[src/rtl/rangefinder_sopc_leds_port.sv]
// Avalon-MM output PIO for the rangefinder front-panel LEDs. It provides a data register,
// atomic set/clear aliases and a per-bit blink mask driven by a programmable period.
module rangefinder_sopc_leds_port #(
  parameter int unsigned             WIDTH       = 8,
  parameter int unsigned             PERIOD_W    = 24,
  parameter logic [WIDTH-1:0]        RESET_VALUE = '0
) (
  input  logic                clk,
  input  logic                reset,
  input  logic [2:0]          address,
  input  logic                chipselect,
  input  logic                write_n,
  input  logic [31:0]         writedata,
  output logic [31:0]         readdata,
  output logic [WIDTH-1:0]    out_port
);

  localparam logic [2:0] ADDR_DATA     = 3'd0;
  localparam logic [2:0] ADDR_MASK     = 3'd1;
  localparam logic [2:0] ADDR_PERIOD   = 3'd2;
  localparam logic [2:0] ADDR_STATUS   = 3'd3;
  localparam logic [2:0] ADDR_OUTSET   = 3'd4;
  localparam logic [2:0] ADDR_OUTCLEAR = 3'd5;

  logic                wr;
  logic [WIDTH-1:0]    wrBits;
  logic [PERIOD_W-1:0] wrPeriod;

  logic [WIDTH-1:0]    data_q,     data_d;
  logic [WIDTH-1:0]    mask_q,     mask_d;
  logic [PERIOD_W-1:0] period_q,   period_d;
  logic [PERIOD_W-1:0] cnt_q,      cnt_d;
  logic                phase_q,    phase_d;
  logic [31:0]         readdata_q, readdata_d;
  logic [WIDTH-1:0]    outPort_q,  outPort_d;

  // Only the low register-width bits of writedata carry meaning.
  logic unused_wd;
  assign unused_wd = ^writedata;

  assign wr       = chipselect & ~write_n;
  assign wrBits   = writedata[WIDTH-1:0];
  assign wrPeriod = writedata[PERIOD_W-1:0];

  always_comb begin
    data_d   = data_q;
    mask_d   = mask_q;
    period_d = period_q;
    if (wr) begin
      case (address)
        ADDR_DATA:     data_d   = wrBits;
        ADDR_MASK:     mask_d   = wrBits;
        ADDR_PERIOD:   period_d = wrPeriod;
        ADDR_OUTSET:   data_d   = data_q | wrBits;
        ADDR_OUTCLEAR: data_d   = data_q & ~wrBits;
        default:       ;
      endcase
    end
  end

  // A PERIOD write restarts the blink cycle and wins over a terminal-count toggle.
  always_comb begin
    cnt_d   = cnt_q;
    phase_d = phase_q;
    if (wr && (address == ADDR_PERIOD)) begin
      cnt_d   = wrPeriod;
      phase_d = 1'b0;
    end else if (period_q == '0) begin
      cnt_d   = '0;
      phase_d = 1'b0;
    end else if (cnt_q <= PERIOD_W'(1)) begin
      cnt_d   = period_q;
      phase_d = ~phase_q;
    end else begin
      cnt_d   = cnt_q - PERIOD_W'(1);
    end
  end

  always_comb begin
    readdata_d = '0;
    case (address)
      ADDR_DATA:   readdata_d = 32'(data_q);
      ADDR_MASK:   readdata_d = 32'(mask_q);
      ADDR_PERIOD: readdata_d = 32'(period_q);
      ADDR_STATUS: readdata_d = {31'd0, phase_q};
      default:     readdata_d = '0;
    endcase
  end

  assign outPort_d = data_q & ~(mask_q & {WIDTH{phase_q}});

  always_ff @(posedge clk or posedge reset) begin
    if (reset) begin
      data_q     <= RESET_VALUE;
      mask_q     <= '0;
      period_q   <= '0;
      cnt_q      <= '0;
      phase_q    <= 1'b0;
      readdata_q <= '0;
      outPort_q  <= RESET_VALUE;
    end else begin
      data_q     <= data_d;
      mask_q     <= mask_d;
      period_q   <= period_d;
      cnt_q      <= cnt_d;
      phase_q    <= phase_d;
      readdata_q <= readdata_d;
      outPort_q  <= outPort_d;
    end
  end

  assign readdata = readdata_q;
  assign out_port = outPort_q;

endmodule

[config.mk]
export PLATFORM = sky130hd
export DESIGN_NAME = rangefinder_sopc_leds_port
export DESIGN_NICKNAME = d
export VERILOG_FILES = /design/src/rtl/rangefinder_sopc_leds_port.sv
export SDC_FILE = /design/constraint.sdc
export NUM_CORES = 1
export LEC_CHECK = 0
export ABC_AREA = 0
export BUFFER_PORTS_ARGS = -buffer_cell sky130_fd_sc_hd__buf_2
export CAP_MARGIN = 40
export CORE_ASPECT_RATIO = 0.6
export CORE_MARGIN = 10
export CORE_UTILIZATION = 55
export CTS_BUF_LIST = sky130_fd_sc_hd__clkbuf_8
export DETAILED_ROUTE_END_ITERATION = 10
export MAX_ROUTING_LAYER = met4
export PLACE_DENSITY = 0.78
export RECOVER_POWER = 100
export SLEW_MARGIN = 20
export SYNTH_ARGS = -nofsm -noshare
export SYNTH_HDL_FRONTEND = slang
export SYNTH_SLANG_ARGS = --single-unit
[constraint.sdc]
create_clock -name clk -period 5.5 [get_ports clk]
set_clock_uncertainty 0.1 [all_clocks]
set_input_delay 0.55 -clock clk [delete_from_list [all_inputs] [get_ports clk]]
set_output_delay 0.55 -clock clk [all_outputs]
set_load 0.1 [all_outputs]
==> qor.txt <==
Status - complete, no violations
FMAX - 273 MHz
First-pass GRT wire length - 18,400 µm
# fillers - 702
Dpl cells - 610
Fin cells - 624
Gate power share - 32.4%
Post-synth EDFFs - 0
Cell Rows - 25
WHS - 0.283 ns
Final wirelength - 11,200 µm
WHS Path Cells - 3
Final setup viols - 0
Seq/Total Area, Yosys - 54.1%
Largest net degree at the start of global routing - 59
CP arrival - 3.81 ns
Antenna Cells - 0
CP max FO - 58
Post-CTS setup buffer count - 0
First-pass iteration count of the detailed router - 4
RR Startpoint - cnt_q[4]$_DFF_PP0_
Syn_area_per_cell - 9.92 µm²
Async set-or-reset flop fraction in the synthesized netlist - 100%
# clock sinks - 97
Worst slew pin tran - 1.41 ns
Fin crit share - 66.7%
#FFs+latches synth - 97
Switch Pwr - 0.868 mW
Synthesis-to-finish area growth - 11.1%
Mapped Cells - 452
Setup crit start - reset
Routed len/inst - 17.9 µm
Die height - 89.9 µm
Vias/cell - 5.69
Leak - 2.35 nW
Internal power - 1.31 mW
Post-route cell area - 4980 µm²
Power per standard cell area - 437 nW/µm²
Unrepaired setup endpoints after global routing - no
Synth Warn # - 0
CTS clk-pin slew, worst paths - 0.08 ns
Metal3 WL - 661 µm
Slew HR - 6.12%
CTS tree - built
Post-DP Area - 4900 µm²
Initial core utilization - 56.7%
Register share of total power - 48.1%
Sum Neg Setup Slack - 0 ns
Max-cap viol count - 0
DIE AREA - 12,300 µm²
Total power - 2.18 mW
Layout cells sized above 1 - 12.0%
Skew-Pair Late Insertion Delay - 0.37 ns
Antenna violations before repair - 0
Die width - 137 µm
Routed met2 length - 4970 µm
CTS root buffer - clkbuf_8
M1 WL - 5350 µm
Clock share of power - 19.5%
Switching Fraction - 39.8%
Num CTS Buffers - 9
Core Box Area - 7910 µm²
Clk buf depth - 2
Top Metal Used - met4
Synth unique cells - 52
HP Class - input pin to flop
WS Path Type - input pin to asynchronous set/reset pin
RePlAce Congestion - 0.871
Min-delay src - writedata[20]
1st-iter DRT viols - 342
R2r setup slk - 2.42 ns
Hold buffers post-CTS - 1
Reg2Reg Depth - 5
# nets final - 555
IO Pins - 79
Reg2Reg Capture Point - cnt_q[1]$_DFF_PP0_
Detailed Place HPWL - 8060 µm
Via count - 3,550
CTS H-tree depth - 3
Post-route DRC - 0
IO Port Bufs - 62
Hold Path Sink - period_q[20]$_DFFE_PP0P_
Critical Path End Type - asynchronous set/reset pin
Synthesized cell area - 4480 µm²
DRT antenna net count - 0
Post-cts sizing count - 0
Slew Viols, Final - 0
Final hold viol count - 0
Worst Setup Start Kind - input pin
Vias in the first global route - 3,687
Ys flop type - dfrtp_1
Maximum VDD drop - 251 µV
Total GRT Usage - 19.2%
Final worst path period need - 3.67 ns
GRT overflow - 0
Critical Path RT - 5.65 ns
## per-layer routing
metal	vias up	global-route usage, %
li1	1672	-
met4	0	6.89
met1	1734	25.5
met2	127	27.0
met5	-	-
met3	17	5.83
## worst max-delay path: stages
cell and delay, ns:
dlygate4sd3_1 0.53, clkbuf_1 0.10, clkinvlp_2 0.48, clkbuf_1 0.92, clkbuf_2 1.19
## through the flow
| step | worst slack (ns) | utilization, % |
|---|---|---|
| floorplan | 2.32 | - |
| global placement | 2.55 | 61.2 |
| detailed placement | 2.50 | 62.0 |
| CTS | 2.49 | 64.2 |
| global route | 1.16 | 63.0 |
| finish | 1.83 | 63.0 |
## worst max-delay path by stage
stage,endpoint,slack (ns),cells past startpoint
after floorplan,cnt_q[0]$_DFF_PP0_,2.32,1
after global placement,cnt_q[17]$_DFF_PP0_,2.55,6
after detailed placement,cnt_q[1]$_DFF_PP0_,2.50,5
after CTS,cnt_q[1]$_DFF_PP0_,2.49,5
after global routing,period_q[10]$_DFFE_PP0P_,1.16,5
final,period_q[12]$_DFFE_PP0P_,1.83,5
## synthesized netlist by cell type, drive strengths merged, types with 2 or more instances
cell / number / share of area, %
o21ai: 45 / 5.0
or4: 6 / 1.1
xor2: 4 / 0.78
buf: 14 / 2.4
nand3b: 2 / 0.33
a21boi: 3 / 0.50
a21oi: 15 / 1.7
and2: 18 / 2.6
xnor2: 9 / 1.8
o41ai: 2 / 0.39
nand4: 4 / 0.56
o21a: 3 / 0.50
nor3: 11 / 1.3
nor2b: 2 / 0.28
nand3: 7 / 0.78
o31ai: 3 / 0.61
nand2: 77 / 6.4
mux2i: 15 / 3.3
nor3b: 3 / 0.50
dfrtp: 97 / 54
nor2: 37 / 3.1
o31a: 5 / 0.98
a22o: 5 / 0.98
nand4b: 2 / 0.39
nor4: 12 / 1.8
mux2: 8 / 2.0
clkbuf: 16 / 1.3
ha: 2 / 0.56
a211oi: 4 / 0.67
inv: 8 / 0.67
## registers in the layout (all words and copies together), names as in the netlist
register,cells
cnt_q,24
data_q,8
mask_q,8
out_port,8
period_q,24
phase_q,1
readdata,24
## area by class of cell
cell class | instances | area [µm²] | share of cell area [%]
clock inverters | 1 | 3.75 | 0.0753
inverters | 8 | 31.3 | 0.628
multi-input cells | 324 | 1890 | 37.8
flip-flops and latches | 97 | 2430 | 48.7
repair buffers | 74 | 334 | 6.71
well taps | 108 | 135 | 2.71
clock buffers | 12 | 165 | 3.31
## power by group through the flow
stage                     logic [mW]  clock network (mW)  registers (mW)
after floorplan                0.452                   0            1.14
after global placement         0.681                   0            1.04
after detailed placement       0.710                   0            1.05
after CTS                      0.714               0.428            1.04
after global routing           0.773               0.464            1.07
final                          0.707               0.425            1.05
## logic make-up after synthesis
kind of cell	synth area share [%]
buf+inv	4.41
other cells	0.0836
flops	54.1
fa+ha+maj	0.558
mux	5.86
compound gates	12.0
simple gates	20.4
xor+xnor	2.54
## cell usage in the layout, fill, tap and decap left out, types with 2 or more instances in the layout
master    instances
a211oi_1          4
a21boi_0          3
a21oi_1          15
a22o_1            5
and2_0           11
and2_1            6
buf_2            27
buf_4             4
clkbuf_1         41
clkbuf_8         12
conb_1            8
dfrtp_1          97
ha_1              2
inv_1             8
mux2_2            8
mux2i_1          15
nand2_1          77
nand3_1           7
nand3b_1          2
nand4_1           4
nand4b_1          2
nor2_1           37
nor2b_1           2
nor3_1           10
nor3b_1           3
nor4_1           11
o21a_1            3
o21ai_0          44
o31a_1            5
o31ai_1           2
o41ai_1           2
or4_1             5
xnor2_1           9
xor2_1            4
No activity file was read; power rests on OpenSTA's default activity.
